==> src/rtl/alu_mul_sequencer_pkg.sv <==
// Shared definitions for the shift-add multiplier sequencer: ALU control
// encodings and the sequencer state type.
package alu_mul_sequencer_pkg;

  localparam logic [3:0] ALU_AND = 4'b0000;
  localparam logic [3:0] ALU_OR  = 4'b0001;
  localparam logic [3:0] ALU_ADD = 4'b0010;
  localparam logic [3:0] ALU_SUB = 4'b0110;

  typedef enum logic [1:0] {
    IDLE = 2'b00,
    RUN  = 2'b01,
    DONE = 2'b10
  } seq_state_t;

endpackage

==> src/rtl/alu_mul_sequencer_alu.sv <==
// Existing combinational ALU: AND/OR/ADD/SUB selected by control, plus a
// zero flag on the result.
module alu_mul_sequencer_alu
  import alu_mul_sequencer_pkg::*;
#(
  parameter int N = 64
) (
  input  logic [3:0]   control,
  input  logic [N-1:0] a,
  input  logic [N-1:0] b,
  output logic [N-1:0] result,
  output logic         zero
);

  logic [N-1:0] result_s;

  // operation select; unknown encodings yield zero
  always_comb begin
    result_s = '0;
    case (control)
      ALU_AND: result_s = a & b;
      ALU_OR:  result_s = a | b;
      ALU_ADD: result_s = a + b;
      ALU_SUB: result_s = a - b;
      default: result_s = '0;
    endcase
  end

  assign result = result_s;
  assign zero   = (result_s == '0);

endmodule

==> src/rtl/alu_mul_sequencer.sv <==
// Multi-cycle N-bit multiplier: sequences the shared ALU in ADD mode over a
// shift-add loop and returns the low N bits of a*b with a start/busy/done handshake.
module alu_mul_sequencer
  import alu_mul_sequencer_pkg::*;
#(
  parameter int N          = 64,
  parameter bit EARLY_EXIT = 1'b1
) (
  input  logic         clk,
  input  logic         reset,
  input  logic         start,
  input  logic [N-1:0] a,
  input  logic [N-1:0] b,
  output logic         busy,
  output logic         done,
  output logic [N-1:0] product,
  output logic         product_zero
);

  localparam int            CW     = $clog2(N);
  localparam logic [CW-1:0] LAST_C = CW'(N - 1);
  localparam logic [CW-1:0] ONE_C  = CW'(1);

  seq_state_t    state_r;
  logic [N-1:0]  mcand_r;
  logic [N-1:0]  mplier_r;
  logic [N-1:0]  acc_r;
  logic [CW-1:0] count_r;
  logic          busy_r;
  logic          done_r;
  logic [N-1:0]  product_r;
  logic          product_zero_r;

  logic [N-1:0]  alu_result_s;
  logic [N-1:0]  acc_next_s;
  logic [N-1:0]  mplier_next_s;
  logic          last_s;

  // The zero flag is not needed: product_zero comes from the registered result.
  alu_mul_sequencer_alu #(.N(N)) u_alu (
    .control (ALU_ADD),
    .a       (acc_r),
    .b       (mcand_r),
    .result  (alu_result_s),
    .zero    ()
  );

  // next accumulator / multiplier and loop-exit decision for the current RUN cycle
  always_comb begin
    acc_next_s    = acc_r;
    mplier_next_s = mplier_r >> 1;
    last_s        = 1'b0;
    if (mplier_r[0]) begin
      acc_next_s = alu_result_s;
    end else begin
      acc_next_s = acc_r;
    end
    if (count_r == LAST_C) begin
      last_s = 1'b1;
    end else if ((EARLY_EXIT == 1'b1) && (mplier_next_s == '0)) begin
      last_s = 1'b1;
    end else begin
      last_s = 1'b0;
    end
  end

  // sequencer FSM, datapath registers and registered handshake outputs
  always_ff @(posedge clk) begin
    if (reset) begin
      state_r        <= IDLE;
      mcand_r        <= '0;
      mplier_r       <= '0;
      acc_r          <= '0;
      count_r        <= '0;
      busy_r         <= 1'b0;
      done_r         <= 1'b0;
      product_r      <= '0;
      product_zero_r <= 1'b1;
    end else begin
      case (state_r)
        IDLE: begin
          done_r <= 1'b0;
          if (start) begin
            mcand_r  <= a;
            mplier_r <= b;
            acc_r    <= '0;
            count_r  <= '0;
            busy_r   <= 1'b1;
            state_r  <= RUN;
          end else begin
            busy_r  <= 1'b0;
            state_r <= IDLE;
          end
        end
        RUN: begin
          acc_r    <= acc_next_s;
          mcand_r  <= mcand_r << 1;
          mplier_r <= mplier_next_s;
          count_r  <= count_r + ONE_C;
          // result is published on the exit edge so it is valid alongside done
          if (last_s) begin
            product_r      <= acc_next_s;
            product_zero_r <= (acc_next_s == '0);
            done_r         <= 1'b1;
            state_r        <= DONE;
          end else begin
            state_r <= RUN;
          end
        end
        DONE: begin
          done_r  <= 1'b0;
          busy_r  <= 1'b0;
          state_r <= IDLE;
        end
        default: begin
          done_r  <= 1'b0;
          busy_r  <= 1'b0;
          state_r <= IDLE;
        end
      endcase
    end
  end

  assign busy         = busy_r;
  assign done         = done_r;
  assign product      = product_r;
  assign product_zero = product_zero_r;

endmodule
==> config.mk <==
export PLATFORM = sky130hd
export DESIGN_NAME = alu_mul_sequencer
export DESIGN_NICKNAME = d
export VERILOG_FILES = /design/src/rtl/alu_mul_sequencer_pkg.sv /design/src/rtl/alu_mul_sequencer_alu.sv /design/src/rtl/alu_mul_sequencer.sv
export SDC_FILE = /design/constraint.sdc
export NUM_CORES = 1
export LEC_CHECK = 0
export ABC_AREA = 1
export CAP_MARGIN = 20
export CORE_ASPECT_RATIO = 1.4
export CORE_MARGIN = 5
export CORE_UTILIZATION = 55
export DETAILED_ROUTE_END_ITERATION = 7
export GPL_ROUTABILITY_DRIVEN = 0
export PLACE_DENSITY = 0.77
export SLEW_MARGIN = 10
export SYNTH_ARGS = -nofsm -noshare
export SYNTH_HDL_FRONTEND = slang
export SYNTH_HIERARCHICAL = 1
export SYNTH_SLANG_ARGS = --single-unit
==> constraint.sdc <==
create_clock -name clk -period 8.1 [get_ports clk]
set_clock_uncertainty 0.15 [all_clocks]
set_input_delay 2.43 -clock clk [delete_from_list [all_inputs] [get_ports clk]]
set_output_delay 2.43 -clock clk [all_outputs]
set_load 0.05 [all_outputs]
=== Yosys cells after proc, flatten, opt, wreduce, memory -nomap -nowiden ===
Cells that the tools add are included.

* Equal/unequal tests: 3
* Bitwise logic cells: 1
* Multiplexer cells: 16
* $add $sub $neg: 2
* Reductions and logical operators: 7

{| class="wikitable"
|+ Operators by type and width
! cell !! count
|-
| $pmux W64 S2 || 3
|-
| $mux W64 || 4
|-
| $logic_not A64 Y1 || 2
|-
| $add A64 B64 Y64 || 1
|-
| $pmux W6 S2 || 1
|-
| $add A6 B1 Y6 const B || 1
|-
| $eq A6 B6 Y1 const B || 1
|-
| $mux W6 || 1
|-
| $mux W1 || 4
|-
| $pmux W2 S2 || 1
|-
| $reduce_and A2 Y1 || 2
|-
| $eq A2 B1 Y1 const B || 1
|-
| $logic_not A2 Y1 || 1
|-
| $mux W2 || 1
|-
| $ne A2 B2 Y1 const B || 1
|-
| $pmux W1 S2 || 1
|-
| $reduce_bool A2 Y1 || 1
|-
| $reduce_or A2 Y1 || 1
|-
| $not A1 Y1 || 1
|}

* Register bits: 267
* Bits of input ports: 131
* Word-level logic and storage cells: 38
* Output and inout port bits: 67

=== Depth between registers and ports, before layout ===
* Depth after elaboration: 5
* Depth in mapped cells: 38
* Gate-level depth less buffers: 38

=== Cells and area by module ===
Netlist, hierarchy kept.

{| class="wikitable"
|+ By module, submodules not included
! module !! seq. area each (µm²) !! times used !! area an instance (µm²) !! cells each
|-
| alu_mul_sequencer || 5345.1 || 1 || 11359.6 || 1604
|-
| alu_mul_sequencer_alu || 0.0 || 1 || 9469.1 || 2042
|}

=== Least setup slack after synthesis ===
No wires, ideal clock.

* Path kind: reg2reg
* From: register mcand_r[0]
* To: register product_zero_r (netlist: product_zero)
* Required time: 7891 ps
* Library setup time: 59 ps
* Path buffers: 0
* Cell stages (with the launch flop): 34
* Arrival time: 3923 ps
* Period minus slack after synthesis: 4131 ps
* Path slack: 3969 ps
* Path through: dfxtp_1 > inv_1 > ha_1 > inv_1 > nor3_2 > nand2_2 > nor2_4 > nand3_4 > nor2_4 > nand4_4 > nor3_4 > a21oi_2 > a21oi_4 > nand2_2 > xor2_1 > ha_1 > nand2_1 > inv_1 > nand2_1 > nor3_1 > nand2_1 > nor3_1 > nand2_1 > nand2_1 > nand2_1 > nand3_1 > nand2_1 > a21oi_1 > nand3_1 > nor2_1 > nand2_1 > nor2_1 > nand3_1 > nand2_1

* Longest elaborated chain between the ends: 3

{| class="wikitable"
|+ RTL lines
! what !! RTL line !! RTL
|-
| start, declared || alu_mul_sequencer.sv:25 || <nowiki>logic [N-1:0] mcand_r;</nowiki>
|-
| start signal, assigned || alu_mul_sequencer.sv:97 || <nowiki>mcand_r <= mcand_r << 1;</nowiki>
|-
| $add A64 B64 Y64 || alu_mul_sequencer_alu.sv:23 || <nowiki>ALU_ADD: result_s = a + b;</nowiki>
|-
| via alu_result_s[60] || alu_mul_sequencer.sv:34 || <nowiki>logic [N-1:0] alu_result_s;</nowiki>
|-
| $mux W64 || alu_mul_sequencer.sv:53 || <nowiki>if (mplier_r[0]) begin</nowiki>
|-
| $logic_not A64 Y1 || alu_mul_sequencer.sv:103 || <nowiki>product_zero_r <= (acc_next_s == '0);</nowiki>
|-
| end signal, assigned || alu_mul_sequencer.sv:103 ||
|-
| end, declared || alu_mul_sequencer.sv:32 || <nowiki>logic product_zero_r;</nowiki>
|}

The timed path passes the listed nets, and every way through them passes these cells.
A chain may end at the register's enable or synchronous reset.

=== Worst setup path after layout ===
Ends and elaborated chain as after synthesis.

==> reports/metrics.yaml <==
placed_design:
  place_inst: 4139
  place_area_sq_um: 22700
  io_buffers: 197
  dp_hpwl_mm: 57.6
critical_path:
  rr_endpoint: "product_zero"
  crit_path_max_fanout: 6
  worst_setup_path_start_kind: "flop"
  timing.rr.start: "mcand_r[0]"
  slowest_stage: "ha_1"
  r2r_cells: 34
  r2r_setup_slack_ns: 2.79
  cp-end-kind: "flop"
  crit_path_max_incr_delay_ns: 0.36
  worstSetupPathType: "flop to flop"
  arrival_ns: 5.66
  required_ns: 8.45
  worst_path_most_repeated_cell: "nand2_1"
timing:
  setup_viol: 0
  final.setup.tns_ns: 0
  fin_crit_ns: 5.31
  worst_pin_slew_ns: 1.12
  max_freq_mhz: 188
  hold_viol_final: 0
  post-route-period-util_pct: 65.6
  rsz0062_at_grt: "false"
  slew_violations: 0
  slew-limit-headroom_pct: 25.2
grt:
  grt_use_total_pct: 34.7
  grt_max_degree: 99
  grt_pass1_wl_mm: 117
  antenna_found_initial: 0
  grt_pass1_vias: 22300
  busiest_layer: "met2"
  met1_usage_pct: 44.4
  grt_util_met2_pct: 55.6
  met3_usage_pct: 5.20
  grt.overflow.total: 0
flow_run:
  maxCapViolations: 0
die:
  die_y_um: 239
  dieArea_sq_um: 41500
  ios: 198
  die_x_um: 174
  start_util_pct: 55.2
  fp.coreArea_sq_um: 37300
  rows: 84
clock_tree:
  cts_resized: 0
  cts_tree: "done"
  htreeDepth: 1
  hold_buffers: 0
  clk_latency_ns: 0.56
  max-clock-path-buffers: 3
  cts_setup_buffers: 0
  cts-root-buf: "clkbuf_16"
  cts_buffers: 27
  clkSlewWorstSetupHoldPaths_ns: 0.07
  clock-sinks: 267
routing:
  drcViolationCount: 4
  final_antenna_net_count: 0
  routed_wl_mm: 75.6
  dr_total_vias: 24200
  drt-initial-drc-count: 2866
  wire_per_inst_um: 18.1
  post_drt_via_cell_ratio: 5.77
  dr.pass1.iters: 8
hold_path:
  hold_depth: 2
  holdPathEnd: "busy"
  holdCritPathClass: "flop to flop"
  min-delay-start: "busy"
power:
  powerDensity_nw_per_um2: 153
  ir_worst_vdd_uv: 170
  power.leakage_nw: 11.2
yosys:
  yosys_warnings: 6
  synthCells: 3588
  synthesis.area_sq_um: 20600
  avgSynthCellArea_sq_um: 5.74
final_layout:
  final_nets: 3895
  stdcell_count: 4187
  syn2layout_area_growth_pct: 14.3
  layout_commonest_cell: "nand2_1"
  fill_cells: 3555
  diodes: 0
  post-route-cell-area_sq_um: 23500
  layout_common_cells: "nand2_1, inv_1, nor2_1"
  drive_gt1_share_pct: 3.15
outcome:
  outcome: "finished, violations left"
  violations: "DRC"
routing by layer:
layer	share of wire (%)	up-vias	wire length (um)
met5	0	-	0
met4	6.9	0	5230
met3	10	295	7750
met2	44	1451	33200
met1	39	10900	29400
li1	-	11500	-
registers in the layout, summed over array words and instances, names as in the netlist:
register and cells:
done 1, busy 1, acc_r 64, product 64, product_zero 1, mplier_r 64, state_r 2, mcand_r 64
count_r 6
cell type report:
cell class,instances,area [sq um],area share [%]
clock buffers,37,803,3.41
clock inverters,10,70.1,0.298
inverters,563,2120,9.00
multi-input cells,2626,12500,53.2
flip-flops and latches,267,5350,22.7
well taps,473,592,2.51
repair buffers,211,2080,8.85
power breakdown:
| group | switching (mW) | total, mW | internal [mW] |
|---|---|---|---|
| Clock | 0.560 | 1.26 | 0.696 |
| Combinational | 0.576 | 0.873 | 0.297 |
| Sequential | 0.104 | 1.47 | 1.37 |
| Total | 1.24 | 3.60 | 2.36 |
how the worst max path moves through the flow:
| stage | start | depth (start not counted) | endpoint |
|---|---|---|---|
| after floorplan | mcand_r[0] | 33 | product_zero |
| after global placement | reset | 7 | acc_r[12] |
| after detailed placement | mcand_r[0] | 33 | product_zero |
| after CTS | mcand_r[0] | 33 | product_zero |
| after global routing | mcand_r[0] | 35 | product_zero |
| final | mcand_r[0] | 34 | product_zero |
per-stage QoR:
step                      util [%]  power (mW)  hold WS (ns)  worst slack (ns)
after floorplan                  -        2.04         0.297              3.99
after global placement        60.7        2.31         0.290              3.06
after detailed placement      60.7        2.33         0.304              2.95
after CTS                     63.1        3.57         0.315              2.96
after global routing          63.1        3.75         0.349              2.34
final                         63.1        3.60         0.311              2.79
worst max-delay path: cells and delay by family, from the launching register on:
kind	cells	cell delay, ns
AO/OA/AOI/OAI	5	1.08
XOR/XNOR	1	0.15
adder cells (fa/ha/maj)	2	0.55
buffers and inverters	3	0.24
flip-flops	1	0.35
AND/OR/NAND/NOR	23	2.73
Power figures use the tool's default switching activity.
